$ cat config.mk
export PLATFORM = sky130hd
export DESIGN_NAME = uart_cmd_parser
export DESIGN_NICKNAME = d
export VERILOG_FILES = /design/src/rtl/whackamole_uart_pkg.sv /design/src/rtl/resp_fifo.sv /design/src/rtl/uart_cmd_parser.sv
export SDC_FILE = /design/constraint.sdc
export NUM_CORES = 1
export LEC_CHECK = 0
export BUFFER_PORTS_ARGS = -buffer_cell sky130_fd_sc_hd__buf_2
export CORE_MARGIN = 1
export CORE_UTILIZATION = 60
export CTS_BUF_LIST = sky130_fd_sc_hd__clkbuf_8
export DETAILED_ROUTE_END_ITERATION = 10
export MAX_ROUTING_LAYER = met4
export PLACE_DENSITY = 0.8
export SLEW_MARGIN = 20
export SYNTH_ARGS = -nofsm -noshare
export SYNTH_HDL_FRONTEND = slang
export SYNTH_SLANG_ARGS = --single-unit
export TNS_END_PERCENT = 5
$ cat constraint.sdc
create_clock -name clock -period 7.3 [get_ports clock]
set_input_delay 0 -clock clock [delete_from_list [all_inputs] [get_ports clock]]
set_output_delay 0 -clock clock [all_outputs]
set_load 0.1 [all_outputs]
$ cat src/rtl/whackamole_uart_pkg.sv
// Shared constants, state types and score-to-digit helpers for the whack-a-mole UART link.
package whackamole_uart_pkg;

    // ASCII command and reply bytes
    localparam logic [7:0] CMD_START  = 8'h53; // 'S'
    localparam logic [7:0] CMD_HIT    = 8'h48; // 'H'
    localparam logic [7:0] CMD_QUERY  = 8'h3F; // '?'
    localparam logic [7:0] RSP_OK     = 8'h4B; // 'K'
    localparam logic [7:0] RSP_YES    = 8'h59; // 'Y'
    localparam logic [7:0] RSP_NO     = 8'h4E; // 'N'
    localparam logic [7:0] RSP_ERR    = 8'h45; // 'E'
    localparam logic [7:0] ASCII_ZERO = 8'h30; // '0'
    localparam logic [7:0] DIGIT_MAX  = 8'h34; // '4', highest mole index

    typedef enum logic {
        PIdle,
        PGotH
    } parse_state_e;

    typedef enum logic [1:0] {
        TIdle,
        TWaitBusy,
        TWaitDone
    } tx_state_e;

    // Tens digit of a 0..63 score by compare chain, avoiding a divider
    function automatic logic [3:0] score_tens(input logic [5:0] s);
        logic [3:0] t;
        if (s >= 6'd60)      t = 4'd6;
        else if (s >= 6'd50) t = 4'd5;
        else if (s >= 6'd40) t = 4'd4;
        else if (s >= 6'd30) t = 4'd3;
        else if (s >= 6'd20) t = 4'd2;
        else if (s >= 6'd10) t = 4'd1;
        else                 t = 4'd0;
        return t;
    endfunction

    // Ones digit given the score and its already-computed tens digit
    function automatic logic [3:0] score_ones(input logic [5:0] s, input logic [3:0] tens);
        logic [5:0] tens_x10;
        tens_x10 = {2'b00, tens} * 6'd10;
        return 4'(s - tens_x10);
    endfunction

    function automatic logic [7:0] digit_ascii(input logic [3:0] d);
        return ASCII_ZERO + {4'h0, d};
    endfunction

endpackage

$ cat src/rtl/resp_fifo.sv
// Reply byte FIFO: up to two bytes written per cycle, one byte read per cycle.
// An empty FIFO forwards write port 0 to the read port so a byte can be written and
// popped in the same cycle.
module resp_fifo #(
    parameter int unsigned DEPTH = 4,
    localparam int unsigned CntW = $clog2(DEPTH) + 1
) (
    input  logic            clock,
    input  logic            reset,
    input  logic [1:0]      wr_cnt_i,
    input  logic [7:0]      wr_data0_i,
    input  logic [7:0]      wr_data1_i,
    input  logic            rd_en_i,
    output logic [7:0]      rd_data_o,
    output logic [CntW-1:0] free_o,
    output logic            empty_o
);

    localparam int unsigned PtrW = $clog2(DEPTH);
    localparam logic [CntW-1:0] DepthC = CntW'(DEPTH);

    logic [7:0]      mem_q [DEPTH];
    logic [PtrW-1:0] wr_ptr_q, wr_ptr_d, wr_ptr_nxt;
    logic [PtrW-1:0] rd_ptr_q, rd_ptr_d;
    logic [CntW-1:0] count_q, count_d;

    assign wr_ptr_nxt = wr_ptr_q + PtrW'(1);
    assign empty_o    = (count_q == '0);
    assign free_o     = DepthC - count_q;
    assign rd_data_o  = empty_o ? wr_data0_i : mem_q[rd_ptr_q];

    // Pointer and occupancy bookkeeping; pointers wrap because DEPTH is a power of 2
    always_comb begin
        wr_ptr_d = wr_ptr_q + PtrW'(wr_cnt_i);
        rd_ptr_d = rd_ptr_q + PtrW'(rd_en_i);
        count_d  = count_q + CntW'(wr_cnt_i) - CntW'(rd_en_i);
    end

    // Pointer and count registers
    always_ff @(posedge clock or negedge reset) begin
        if (!reset) begin
            wr_ptr_q <= '0;
            rd_ptr_q <= '0;
            count_q  <= '0;
        end else begin
            wr_ptr_q <= wr_ptr_d;
            rd_ptr_q <= rd_ptr_d;
            count_q  <= count_d;
        end
    end

    // Storage array; contents are meaningless until written, so no reset
    always_ff @(posedge clock) begin
        if (wr_cnt_i != 2'd0) begin
            mem_q[wr_ptr_q] <= wr_data0_i;
        end
        if (wr_cnt_i == 2'd2) begin
            mem_q[wr_ptr_nxt] <= wr_data1_i;
        end
    end

endmodule

$ cat src/rtl/uart_cmd_parser.sv
// Whack-a-mole PC command decoder: parses 'S', 'H<d>' and '?' from uart_rx, emits game
// pulses, queues ASCII replies and drains them to uart_tx with a busy handshake.
module uart_cmd_parser
    import whackamole_uart_pkg::*;
#(
    parameter int unsigned TIMEOUT_CYCLES = 1_000_000,
    parameter int unsigned FIFO_DEPTH     = 4,
    parameter int unsigned BUSY_WAIT      = 4
) (
    input  logic       clock,
    input  logic       reset,
    input  logic [7:0] rx_data,
    input  logic       rx_ready,
    input  logic [4:0] mole_position,
    input  logic       game_active,
    input  logic [5:0] score,
    input  logic       tx_busy,
    output logic [7:0] tx_data,
    output logic       tx_start,
    output logic       start_pulse,
    output logic       hit_pulse,
    output logic       miss_pulse,
    output logic       cmd_error,
    output logic       resp_drop
);

    localparam int unsigned TimerW = $clog2(TIMEOUT_CYCLES);
    localparam logic [TimerW-1:0] TimerLast = TimerW'(TIMEOUT_CYCLES - 1);
    localparam int unsigned BusyW = $clog2(BUSY_WAIT) + 1;
    localparam logic [BusyW-1:0] BusyLast = BusyW'(BUSY_WAIT - 1);
    localparam int unsigned CntW = $clog2(FIFO_DEPTH) + 1;

    // Parser state
    parse_state_e      p_state_q, p_state_d;
    logic [TimerW-1:0] timer_q, timer_d;
    logic              start_q, start_d;
    logic              hit_q, hit_d;
    logic              miss_q, miss_d;
    logic              err_q, err_d;
    // Pending reply from the decision cycle, written to the FIFO one cycle later
    logic [1:0]        req_cnt_q, req_cnt_d;
    logic [7:0]        req_byte0_q, req_byte0_d;
    logic [7:0]        req_byte1_q, req_byte1_d;

    // FIFO interface
    logic [1:0]        wr_cnt;
    logic              fits;
    logic              fifo_empty;
    logic [CntW-1:0]   fifo_free;
    logic [7:0]        fifo_rd_data;
    logic              can_pop;

    // TX state
    tx_state_e         tx_state_q, tx_state_d;
    logic [BusyW-1:0]  busy_cnt_q, busy_cnt_d;
    logic              pop;
    logic              tx_start_q;
    logic [7:0]        tx_data_q;

    logic [3:0]        tens, ones;

    assign tens = score_tens(score);
    assign ones = score_ones(score, tens);

    // Parser next-state: decide on rx_ready, or on the 'H' digit timeout
    always_comb begin
        p_state_d   = p_state_q;
        timer_d     = timer_q;
        start_d     = 1'b0;
        hit_d       = 1'b0;
        miss_d      = 1'b0;
        err_d       = 1'b0;
        req_cnt_d   = 2'd0;
        req_byte0_d = 8'h00;
        req_byte1_d = 8'h00;
        unique case (p_state_q)
            PIdle: begin
                if (rx_ready) begin
                    case (rx_data)
                        CMD_START: begin
                            start_d     = 1'b1;
                            req_cnt_d   = 2'd1;
                            req_byte0_d = RSP_OK;
                        end
                        CMD_QUERY: begin
                            req_cnt_d   = 2'd2;
                            req_byte0_d = digit_ascii(tens);
                            req_byte1_d = digit_ascii(ones);
                        end
                        CMD_HIT: begin
                            p_state_d = PGotH;
                            timer_d   = '0;
                        end
                        default: begin
                            err_d       = 1'b1;
                            req_cnt_d   = 2'd1;
                            req_byte0_d = RSP_ERR;
                        end
                    endcase
                end
            end
            PGotH: begin
                if (rx_ready) begin
                    // A byte arriving on the timeout cycle takes priority
                    p_state_d = PIdle;
                    req_cnt_d = 2'd1;
                    if (rx_data >= ASCII_ZERO && rx_data <= DIGIT_MAX) begin
                        if (game_active && mole_position[rx_data[2:0]]) begin
                            hit_d       = 1'b1;
                            req_byte0_d = RSP_YES;
                        end else begin
                            miss_d      = 1'b1;
                            req_byte0_d = RSP_NO;
                        end
                    end else begin
                        err_d       = 1'b1;
                        req_byte0_d = RSP_ERR;
                    end
                end else if (timer_q == TimerLast) begin
                    p_state_d   = PIdle;
                    err_d       = 1'b1;
                    req_cnt_d   = 2'd1;
                    req_byte0_d = RSP_ERR;
                end else begin
                    timer_d = timer_q + TimerW'(1);
                end
            end
            default: p_state_d = PIdle;
        endcase
    end

    // Parser registers and registered action pulses
    always_ff @(posedge clock or negedge reset) begin
        if (!reset) begin
            p_state_q   <= PIdle;
            timer_q     <= '0;
            start_q     <= 1'b0;
            hit_q       <= 1'b0;
            miss_q      <= 1'b0;
            err_q       <= 1'b0;
            req_cnt_q   <= 2'd0;
            req_byte0_q <= 8'h00;
            req_byte1_q <= 8'h00;
        end else begin
            p_state_q   <= p_state_d;
            timer_q     <= timer_d;
            start_q     <= start_d;
            hit_q       <= hit_d;
            miss_q      <= miss_d;
            err_q       <= err_d;
            req_cnt_q   <= req_cnt_d;
            req_byte0_q <= req_byte0_d;
            req_byte1_q <= req_byte1_d;
        end
    end

    // All-or-nothing reply write against the room available before this cycle's pop
    assign fits      = (CntW'(req_cnt_q) <= fifo_free);
    assign wr_cnt    = fits ? req_cnt_q : 2'd0;
    assign resp_drop = (req_cnt_q != 2'd0) && !fits;

    assign start_pulse = start_q;
    assign hit_pulse   = hit_q;
    assign miss_pulse  = miss_q;
    assign cmd_error   = err_q;

    resp_fifo #(
        .DEPTH (FIFO_DEPTH)
    ) u_resp_fifo (
        .clock      (clock),
        .reset      (reset),
        .wr_cnt_i   (wr_cnt),
        .wr_data0_i (req_byte0_q),
        .wr_data1_i (req_byte1_q),
        .rd_en_i    (pop),
        .rd_data_o  (fifo_rd_data),
        .free_o     (fifo_free),
        .empty_o    (fifo_empty)
    );

    // A byte being written this cycle can be popped straight through
    assign can_pop = !fifo_empty || (wr_cnt != 2'd0);

    // TX handshake next-state: pop and strobe, wait for busy to rise, then to fall
    always_comb begin
        tx_state_d = tx_state_q;
        busy_cnt_d = busy_cnt_q;
        pop        = 1'b0;
        unique case (tx_state_q)
            TIdle: begin
                if (!tx_busy && can_pop) begin
                    pop        = 1'b1;
                    busy_cnt_d = '0;
                    tx_state_d = TWaitBusy;
                end
            end
            TWaitBusy: begin
                if (tx_busy) begin
                    tx_state_d = TWaitDone;
                end else if (busy_cnt_q == BusyLast) begin
                    // uart_tx never acknowledged; give up on this byte
                    tx_state_d = TIdle;
                end else begin
                    busy_cnt_d = busy_cnt_q + BusyW'(1);
                end
            end
            TWaitDone: begin
                if (!tx_busy) begin
                    tx_state_d = TIdle;
                end
            end
            default: tx_state_d = TIdle;
        endcase
    end

    // TX registers; tx_data holds the popped byte until the next pop
    always_ff @(posedge clock or negedge reset) begin
        if (!reset) begin
            tx_state_q <= TIdle;
            busy_cnt_q <= '0;
            tx_start_q <= 1'b0;
            tx_data_q  <= 8'h00;
        end else begin
            tx_state_q <= tx_state_d;
            busy_cnt_q <= busy_cnt_d;
            tx_start_q <= pop;
            if (pop) begin
                tx_data_q <= fifo_rd_data;
            end
        end
    end

    assign tx_start = tx_start_q;
    assign tx_data  = tx_data_q;

endmodule

# == Word-level counts from Yosys, hierarchy flattened ==
# Memory sizes are Yosys's and may differ from the RTL's.
# Cells that the tools add are included.
# word_totals
wordCells,141
n_memories,1
input_bits,24
output_inout_bits,14
ram_bits,32
reg_bits,64
# memory_table
name,words,width,read_ports,rd_clocked_by_memory_dff,wr,line,rtl
u_resp_fifo.mem_q,4,8,1,0,2,resp_fifo.sv:22,logic [7:0] mem_q [DEPTH];
# op_classes
multipliers,1
eq_ne,17
bitwise,1
reduce_logical,17
order_cmp,10
mux,67
add_sub_neg,11
# op_table
op,n
$mux 20,4
$pmux 20 s2,1
$mux 7,5
$mux 1,30
$mux 8,3
$pmux 7 s3,1
$add 20x1->20 const B,1
$eq 20x20->1 const B,1
$ge 6x6->1 const B,3
$eq 8x7->1 const B,2
$mux 2,8
$pmux 8 s2,1
$mux 3,5
$add 6x4->7 const A,2
$ne 2x2->1 const B,7
$ge 6x5->1 const B,2
$eq 8x6->1 const B,1
$ge 8x6->1 const B,1
$le 8x6->1 const B,1
$pmux 2 s2,2
$reduce_and 4->1,2
$ge 6x4->1 const B,1
$pmux 2 s3,1
$pmux 3 s2,1
29 further kinds,38

# == Longest topological paths before layout ==
# Gate-level depths: netlist of run 1.
# logic_depth
ltp_word,13
mapped_depth,14
ltp_nobuf,14

# == By module ==
# Synthesis of run 1 repeated with hierarchy kept, for this count alone.
# hier_totals
cells_unflattened,432
hier_area_um2,4878.4
# modules_own_cells
module,cells_per_inst,seq_area_each_um2,instances,area_each_um2
uart_cmd_parser,269,1326.3,1,2765.2
resp_fifo,163,1136.1,1,2113.3

# == Worst setup path before layout of run 1 ==
# Ideal clock, no wire load.
# synth_timing
kind,reg-to-reg
startpoint,reg u_resp_fifo.count_q[0]
endpoint,reg u_resp_fifo.count_q[2]
synth_period_minus_slack_ns,2.934
n_path_buf,1
setup_time_ns,0.123
setup_slack_ns,4.366
arrival_ns,2.811
t_required_ns,7.177
path_stages_with_launch,15
path_cell_list,dfrtp_1 > inv_1 > ha_1 > inv_1 > ha_1 > nor2b_1 > o211a_1 > o21ai_2 > nand2_1 > inv_1 > buf_2 > nand2_1 > fa_1 > xnor2_1 > xnor2_1
# synth_via
elab_chain_len,9
word_cells_on_any_way,12
classes_between,add/sub: 3; order compare: 1; mux: 3; reduce/logical: 5
# synth_lines
item,line,rtl
"start, declared",resp_fifo.sv:25,"logic [CntW-1:0] count_q, count_d;"
"start signal, assigned",resp_fifo.sv:48,count_q <= count_d;
$sub 3x3->3,resp_fifo.sv:29,assign free_o = DepthC - count_q;
$le 2x3->1,uart_cmd_parser.sv:158,assign fits = (CntW'(req_cnt_q) <= fifo_free);
$mux 2,uart_cmd_parser.sv:159,assign wr_cnt = fits ? req_cnt_q : 2'd0;
$reduce_bool 2->1,uart_cmd_parser.sv:182,assign can_pop = !fifo_empty || (wr_cnt != 2'd0);
$logic_or 1x1->1 *,uart_cmd_parser.sv:182,
$logic_and 1x1->1 *,uart_cmd_parser.sv:191,if (!tx_busy && can_pop) begin
$mux 1 *,uart_cmd_parser.sv:191,
$mux 1 *,uart_cmd_parser.sv:189,unique case (tx_state_q)
named net pop,uart_cmd_parser.sv:56,logic pop;
$sub 3x1->3 *,resp_fifo.sv:36,count_d = count_q + CntW'(wr_cnt_i) - CntW'(rd_en_i);
named net u_resp_fifo.count_d[2],resp_fifo.sv:25,
# The timed path passes the listed nets; every way through them passes the cells marked *.
# A chain may end at the register's enable or synchronous reset.

# == Worst setup path after layout of run 1 ==
# layout_timing
startpoint,reg u_resp_fifo.count_q[0]
endpoint,reg u_resp_fifo.count_q[2]
# layout_via
elab_chain_len,9
word_cells_on_any_way,12
classes_between,add/sub: 3; order compare: 1; mux: 3; reduce/logical: 5
# layout_lines
item,line
$sub 3x3->3,resp_fifo.sv:29
$le 2x3->1,uart_cmd_parser.sv:158
$mux 2,uart_cmd_parser.sv:159
$reduce_bool 2->1,uart_cmd_parser.sv:182
$logic_or 1x1->1,uart_cmd_parser.sv:182
$logic_and 1x1->1,uart_cmd_parser.sv:191
$mux 1,uart_cmd_parser.sv:191
$mux 1,uart_cmd_parser.sv:189
$sub 3x1->3 *,resp_fifo.sv:36
named net u_resp_fifo.count_d[2],resp_fifo.sv:25
# Marks and branches as above.

==> metrics, run 1 <==
detailed-route via count 3180; share of Yosys cell area claimed by the top area cell type 32.9%; core area 6940 µm²; fmax 289 MHz; Nets 465; routed wire length 8540 µm; synthesized instance count 385; worst setup path class flop to flop; status completed; Site Rows 30; DIE HEIGHT 87.8 µm; Worst-Skew Late Latency 0.35 ns; RSZ-0062 raised after global routing no; Filler cells 493; Post-Synth XOR/XNOR Area 1.78%; Post-synth top flop dfrtp_1; Final period util 47.4%; worst min-delay path class input port to flop; endpoints failing hold 0; Reg clk slew, reported paths 0.08 ns; area of the multi-input gates 1990 µm²; Worst-Margin Slew 1.01 ns; async set-reset flop share out of synthesis 67.4%; ANT nets after route 0; fraction of the mapped netlist area in adder cells 4.25%; LEAKAGE 2.13 nW; Inst Count DP 509; Max FO, Critical Path 12; Max Clock Skew 0.0119 ns; sequential share of the synthesized area 51.9%; Compound-Gate Fraction of Synth Area 11.4%; max_slew headroom 32.0%; area occupied by registers 2290 µm²; GRT Overall Usage 26.1%; CP startpoint kind flop; CTS buffer count 9; synth top area cells dfrtp_1 (33%), edfxtp_1 (19%), mux2_2 (4.3%); Crit path required time 7.57 ns; syn nets 422; vias in the first global route 3083; final setup vio count 0; Synth-to-Final Area Change 10.9%; Antenna Cells 0; drt first pass iters 4; Tmin final 3.46 ns; area leader, netlist dfrtp_1; HPWL after detailed placement 6060 µm; reg2reg setup slack 3.84 ns; Root Buffer clkbuf_8; total of cells resized after clock tree synthesis 0; Worst Path Arrival 3.73 ns; initial drt markers 254; Synth Warn # 0; fin cells 529; VDD IR max 0.110 mV; antenna violations before repair 0; share of cells above drive strength 1 21.5%; mean post-synth cell area 11.5 µm²; Netlist Area Pre-Place 4420 µm²; die area 7710 µm²; post-synthesis mux area share 10.2%; Die Width 87.8 µm; maximum buffer depth of the clock tree 2; global-route wire length before repair 14600 µm; largest family of logic cells by synthesized area simple AND/OR/NAND/NOR gates; Setup TNS Final 0 ns; Sink Count 86; port bufs 36; Max Cap Viol 0; Crit. End Element flop; Starting Density 63.6%; largest net degree at the start of global routing 59; Synth Area in Simple Gates 17.1%; pwr dens 300 nW/µm²; WL/cell 16.1 µm; Yosys reg bits 86; DR vias/cell 6.01; Post-CTS Setup Inserts 0; number of remaining DRC errors 0; TritonCTS clock tree yes; GPL Wtd Cong 0.858; max-slew violations 0; H-tree levels 3; I/O pins 38; EDFF count, synth 28; gr ovfl total 0; post-synth cell types 59
registers in the layout, summed over array words and instances, names as in the netlist, 2 cells and up:
name	cells
busy_cnt_q	3
req_byte0_q	7
req_byte1_q	5
timer_q	20
tx_data	7
tx_state_q	2
u_resp_fifo.count_q	3
u_resp_fifo.mem_q	28
u_resp_fifo.rd_ptr_q	2
u_resp_fifo.wr_ptr_q	2
timing repair:
action | 4_1_cts | 5_1_grt
hold endpoints to repair | 65 | 0
hold buffers | 4 | 0
setup endpoints to repair | 0 | 0
through the flow:
stage	power, mW	instance area (µm²)	setup WS [ns]	hold WS (ns)	util, %
final	1.47	4900	3.84	0.0191	70.6
after floorplan	1.07	4420	4.37	-0.296	-
after CTS	1.48	4890	3.86	0.00436	70.5
after global placement	1.15	4670	4.07	0.191	67.3
after global routing	1.55	4900	3.57	0.0601	70.6
after detailed placement	1.17	4670	3.88	0.194	67.3
cell usage in the layout, fill, tap and decap left out, drive strengths merged, types with 6 or more instances in the layout:
| cell type | n |
|---|---|
| a21oi | 29 |
| dfrtp | 58 |
| nor2 | 18 |
| o31ai | 8 |
| clkbuf | 10 |
| nand3 | 13 |
| o21ai | 19 |
| buf | 39 |
| edfxtp | 28 |
| o211ai | 7 |
| nand2b | 10 |
| or3 | 7 |
| mux2 | 17 |
| and2 | 8 |
| ha | 11 |
| nand2 | 29 |
| nor3 | 6 |
| mux4 | 7 |
| mux2i | 10 |
| xnor2 | 7 |
| inv | 21 |
cells by family after synthesis:
family | Yosys count
AND/OR/NAND/NOR | 130
flip-flops | 86
AO/OA/AOI/OAI | 80
multiplexers | 34
buffers and inverters | 31
adder cells (fa/ha/maj) | 14
XOR/XNOR | 9
other | 1
where the power goes:
part,switching [mW],leakage (nW),total (mW),internal (mW)
Clock,0.169,0.0865,0.304,0.134
Sequential,0.0667,1.03,0.640,0.573
Combinational,0.352,1.01,0.525,0.173
Total,0.588,2.13,1.47,0.880
routing by layer:
layer | global-route usage, % | up-vias | wire (µm)
li1 | - | 1516 | -
met1 | 33.6 | 1552 | 3670
met2 | 41.4 | 99 | 4370
met3 | 3.58 | 13 | 375
met4 | 11.9 | 0 | 125
met5 | - | - | 0
cell type report:
cell class | count | area share [%]
inverter | 20 | 1.53
clock inverter | 6 | 0.919
sequential | 86 | 46.8
timing repair buffer | 43 | 4.95
multi-input combinational | 268 | 40.6
tap | 96 | 2.45
clock buffer | 10 | 2.81
path summary, 6_finish.rpt:
check                                       start                      to  depth (start not counted)
max reg2reg                u_resp_fifo.count_q[0]  u_resp_fifo.count_q[2]                         14
max in group asynchronous                   reset               p_state_q                          3
min in group asynchronous                   reset              tx_data[6]                          3
min reg2reg                u_resp_fifo.count_q[2]  u_resp_fifo.count_q[2]                          1
min                                    rx_data[4]             start_pulse                          3
max                        u_resp_fifo.count_q[0]  u_resp_fifo.count_q[2]                         14
worst max-delay path, cell delays in order (launching register included):
cell and delay (ns):
dfrtp_1 0.39, inv_1 0.06, ha_1 0.26, inv_1 0.04, ha_1 0.28, nor2b_1 0.15
o211a_1 0.30, o21ai_2 0.40, nand2_1 0.16, inv_1 0.35, xnor2_1 0.11, ha_1 0.20
fa_1 0.38, xnor2_1 0.17, xnor2_1 0.13
Yosys cell counts (2+ instances only):
| library cell | instances |
|---|---|
| and2_1 | 8 |
| and3_1 | 4 |
| mux4_2 | 7 |
| nor3b_1 | 4 |
| or2_2 | 5 |
| nor2_1 | 18 |
| o211ai_1 | 6 |
| o31ai_1 | 8 |
| o211a_1 | 2 |
| dfrtp_1 | 58 |
| ha_1 | 11 |
| buf_2 | 4 |
| nor4b_1 | 3 |
| xor2_1 | 2 |
| inv_1 | 20 |
| nor2b_1 | 4 |
| or3_1 | 6 |
| or4_1 | 5 |
| o41ai_1 | 2 |
| nand2_1 | 29 |
| mux2i_1 | 10 |
| clkbuf_1 | 3 |
| fa_1 | 2 |
| edfxtp_1 | 28 |
| mux2_2 | 17 |
| o21ai_0 | 17 |
| nand4b_1 | 2 |
| buf_4 | 3 |
| nand2b_1 | 10 |
| xnor2_1 | 7 |
| nand4_1 | 4 |
| nand3_1 | 13 |
| o311ai_0 | 2 |
| a21oi_1 | 29 |
| o22ai_1 | 3 |
| nor3_1 | 6 |
Power figures use the tool's default switching activity.
==> run 2: changes to the inputs <==
--- a/config.mk
+++ b/config.mk
@@ -7,11 +7,11 @@
 export LEC_CHECK = 0
 export BUFFER_PORTS_ARGS = -buffer_cell sky130_fd_sc_hd__buf_2
 export CORE_MARGIN = 1
-export CORE_UTILIZATION = 60
+export CORE_UTILIZATION = 56
 export CTS_BUF_LIST = sky130_fd_sc_hd__clkbuf_8
 export DETAILED_ROUTE_END_ITERATION = 10
 export MAX_ROUTING_LAYER = met4
-export PLACE_DENSITY = 0.8
+export PLACE_DENSITY = 0.79
 export SLEW_MARGIN = 20
 export SYNTH_ARGS = -nofsm -noshare
 export SYNTH_HDL_FRONTEND = slang
==> constraint.sdc (replaced) <==
create_clock -name clock -period 3.1 [get_ports clock]
set_input_delay 0 -clock clock [delete_from_list [all_inputs] [get_ports clock]]
set_output_delay 0 -clock clock [all_outputs]
set_load 0.1 [all_outputs]
==> run 2 against run 1 <==
- combinational power is 140% higher
- cell count up 2.8%
- critical path depth is the same
- sequential power rose by 130%
- non-clock buffer count is 9 higher
- fmax is 19% higher
- count of clock-buffer cells in the layout down 1
==> metrics, run 2 (same netlist as run 1, synthesis figures left out) <==
Crit. End Element flop; Worst-Skew Late Latency 0.36 ns (about the same); largest net degree at the start of global routing 45 (-24%); Die Width 90.8 µm (+3.4%); Starting Density 57.5% (-6.1 points); ANT nets after route 0 (unchanged); worst min-delay path class input port to flop; Reg clk slew, reported paths 0.09 ns (about the same); Worst Path Arrival 3.18 ns (-0.55 ns); LEAKAGE 2.20 nW (+3.4%); WL/cell 15.5 µm (-3.7%); largest reg by FF count u_resp_fifo.mem_q; I/O pins 38 (unchanged); Setup TNS Final 0 ns (unchanged); drt first pass iters 4 (unchanged); fmax 344 MHz (+19%); maximum buffer depth of the clock tree 2 (unchanged); max-slew violations 0 (unchanged); most frequent cells in the layout dfrtp_1 (58), buf_2 (35), nand2_1 (29), a21oi_1 (29), edfxtp_1 (28); Synth-to-Final Area Change 13.6%; die area 8250 µm² (+7.0%); GRT Overall Usage 23.0% (-3.1 points); Max Clock Skew 0.00958 ns (-0.00227 ns); endpoints failing hold 0 (unchanged); Max FO, Critical Path 6 (-6); gr ovfl total 0 (unchanged); Nets 474 (+1.9%); port bufs 36 (unchanged); CTS buffer count 9 (unchanged); number of remaining DRC errors 0 (unchanged); area occupied by registers 2290 µm² (unchanged); GPL Wtd Cong 0.866 (+0.93%); status completed; Sink Count 86 (unchanged); Antenna Cells 0 (unchanged); DIE HEIGHT 90.8 µm (+3.4%); vias in the first global route 3030 (-1.7%); CP startpoint kind flop; Filler cells 603 (+22%); global-route wire length before repair 14300 µm (-2.0%); max reg flops 28 (unchanged); Root Buffer clkbuf_8; detailed-route via count 3174 (-0.19%); antenna violations before repair 0 (unchanged); area of the multi-input gates 1980 µm² (-0.25%); pwr dens 733 nW/µm² (+140%); Site Rows 32 (+6.7%); core area 7690 µm² (+11%); DR vias/cell 5.83 (-2.9%); worst setup path class flop to flop; Worst-Margin Slew 0.717 ns (-0.296 ns); commonest non-fill, non-tap cell in the layout dfrtp_1; initial drt markers 154 (-39%); Crit path required time 3.38 ns (-4.19 ns); TritonCTS clock tree yes; Final period util 93.8% (+46 points); H-tree levels 3 (unchanged); Tmin final 2.91 ns (-0.557 ns); HPWL after detailed placement 5940 µm (-1.9%); RSZ-0062 raised after global routing no; share of cells above drive strength 1 23.1% (+1.6 points); final setup vio count 0 (unchanged); Power, Total 3.68 mW (+150%); Max Cap Viol 0 (unchanged); routed wire length 8450 µm (-1.0%); Largest regs u_resp_fifo.mem_q x28, timer_q x20; VDD IR max 0.303 mV (+180%); max_slew headroom 52.0% (+20 points)
run 2: cell count changes in the layout (fill, tap and decap cells not counted), sizes merged:
cell and change:
inv +3, bufinv +2, dlygate4sd3 +1, clkbuf -1, clkinv -2, clkinvlp -2
buf +8
run 2: critical path, stage by stage (launching register included):
cell     delay, ns
dfrtp_1       0.36
inv_1         0.05
ha_1          0.27
inv_1         0.04
ha_1          0.28
nor2b_1       0.14
o211a_1       0.28
o21ai_2       0.18
nand2_1       0.11
inv_2         0.12
xnor2_1       0.09
ha_1          0.20
fa_1          0.38
xnor2_1       0.18
xnor2_1       0.14
run 2: final timing paths:
check	start	end	slack (ns)	cells past startpoint
min in group asynchronous	reset	u_resp_fifo.rd_ptr_q[0]	0.17	2
worst max register to register	u_resp_fifo.count_q[0]	u_resp_fifo.count_q[2]	0.19	14
worst min-delay path	rx_data[3]	start_pulse	0.02	3
max in group asynchronous	reset	timer_q[13]	2.31	3
worst min register to register	timer_q[19]	timer_q[19]	0.49	1
worst max-delay path	u_resp_fifo.count_q[0]	u_resp_fifo.count_q[2]	0.19	14
run 2: metal layers:
metal	part of all wire, %	vias up	GRT usage, %
met3	4.0	6	4.88
met4	0.82	0	8.99
met2	50	88	37.9
li1	-	1531	-
met1	45	1549	27.8
met5	0	-	-
run 2: report_power, final:
part | switching [mW] | internal [mW] | leakage (nW)
Combinational | 0.832 | 0.449 | 1.05
Clock | 0.430 | 0.467 | 0.117
Sequential | 0.152 | 1.35 | 1.03
run 2: layout make-up:
cell class                      count  share of cell area, %
Clock buffer                        9                   2.47
Clock inverter                      7                   2.04
Inverter                           20                   1.50
Multi-Input combinational cell    268                   39.5
Sequential cell                    86                   45.7
Tap cell                          102                   2.54
Timing Repair Buffer               52                   6.28
run 2: metrics by stage:
step           setup slack [ns]  instances  utilization [%]  hold slack (ns)  area (µm²)
3_5_place_dp              0.128        522             61.6            0.223        4730
6_report                  0.194        544             65.3           0.0208        5020
2_1_floorplan             0.166        385                -           -0.296        4420
3_3_place_gp              0.291        522             61.6            0.209        4730
5_1_grt                  0.0192        544             65.3           0.0227        5020
4_1_cts                   0.102        543             65.2          0.00105        5010
run 2: timing repair:
item,4_1_cts,5_1_grt
hold endpoints to repair,52,0
hold buffers,5,0
buffers inserted,0,1
setup endpoints to repair,0,1
gates resized for setup,0,1
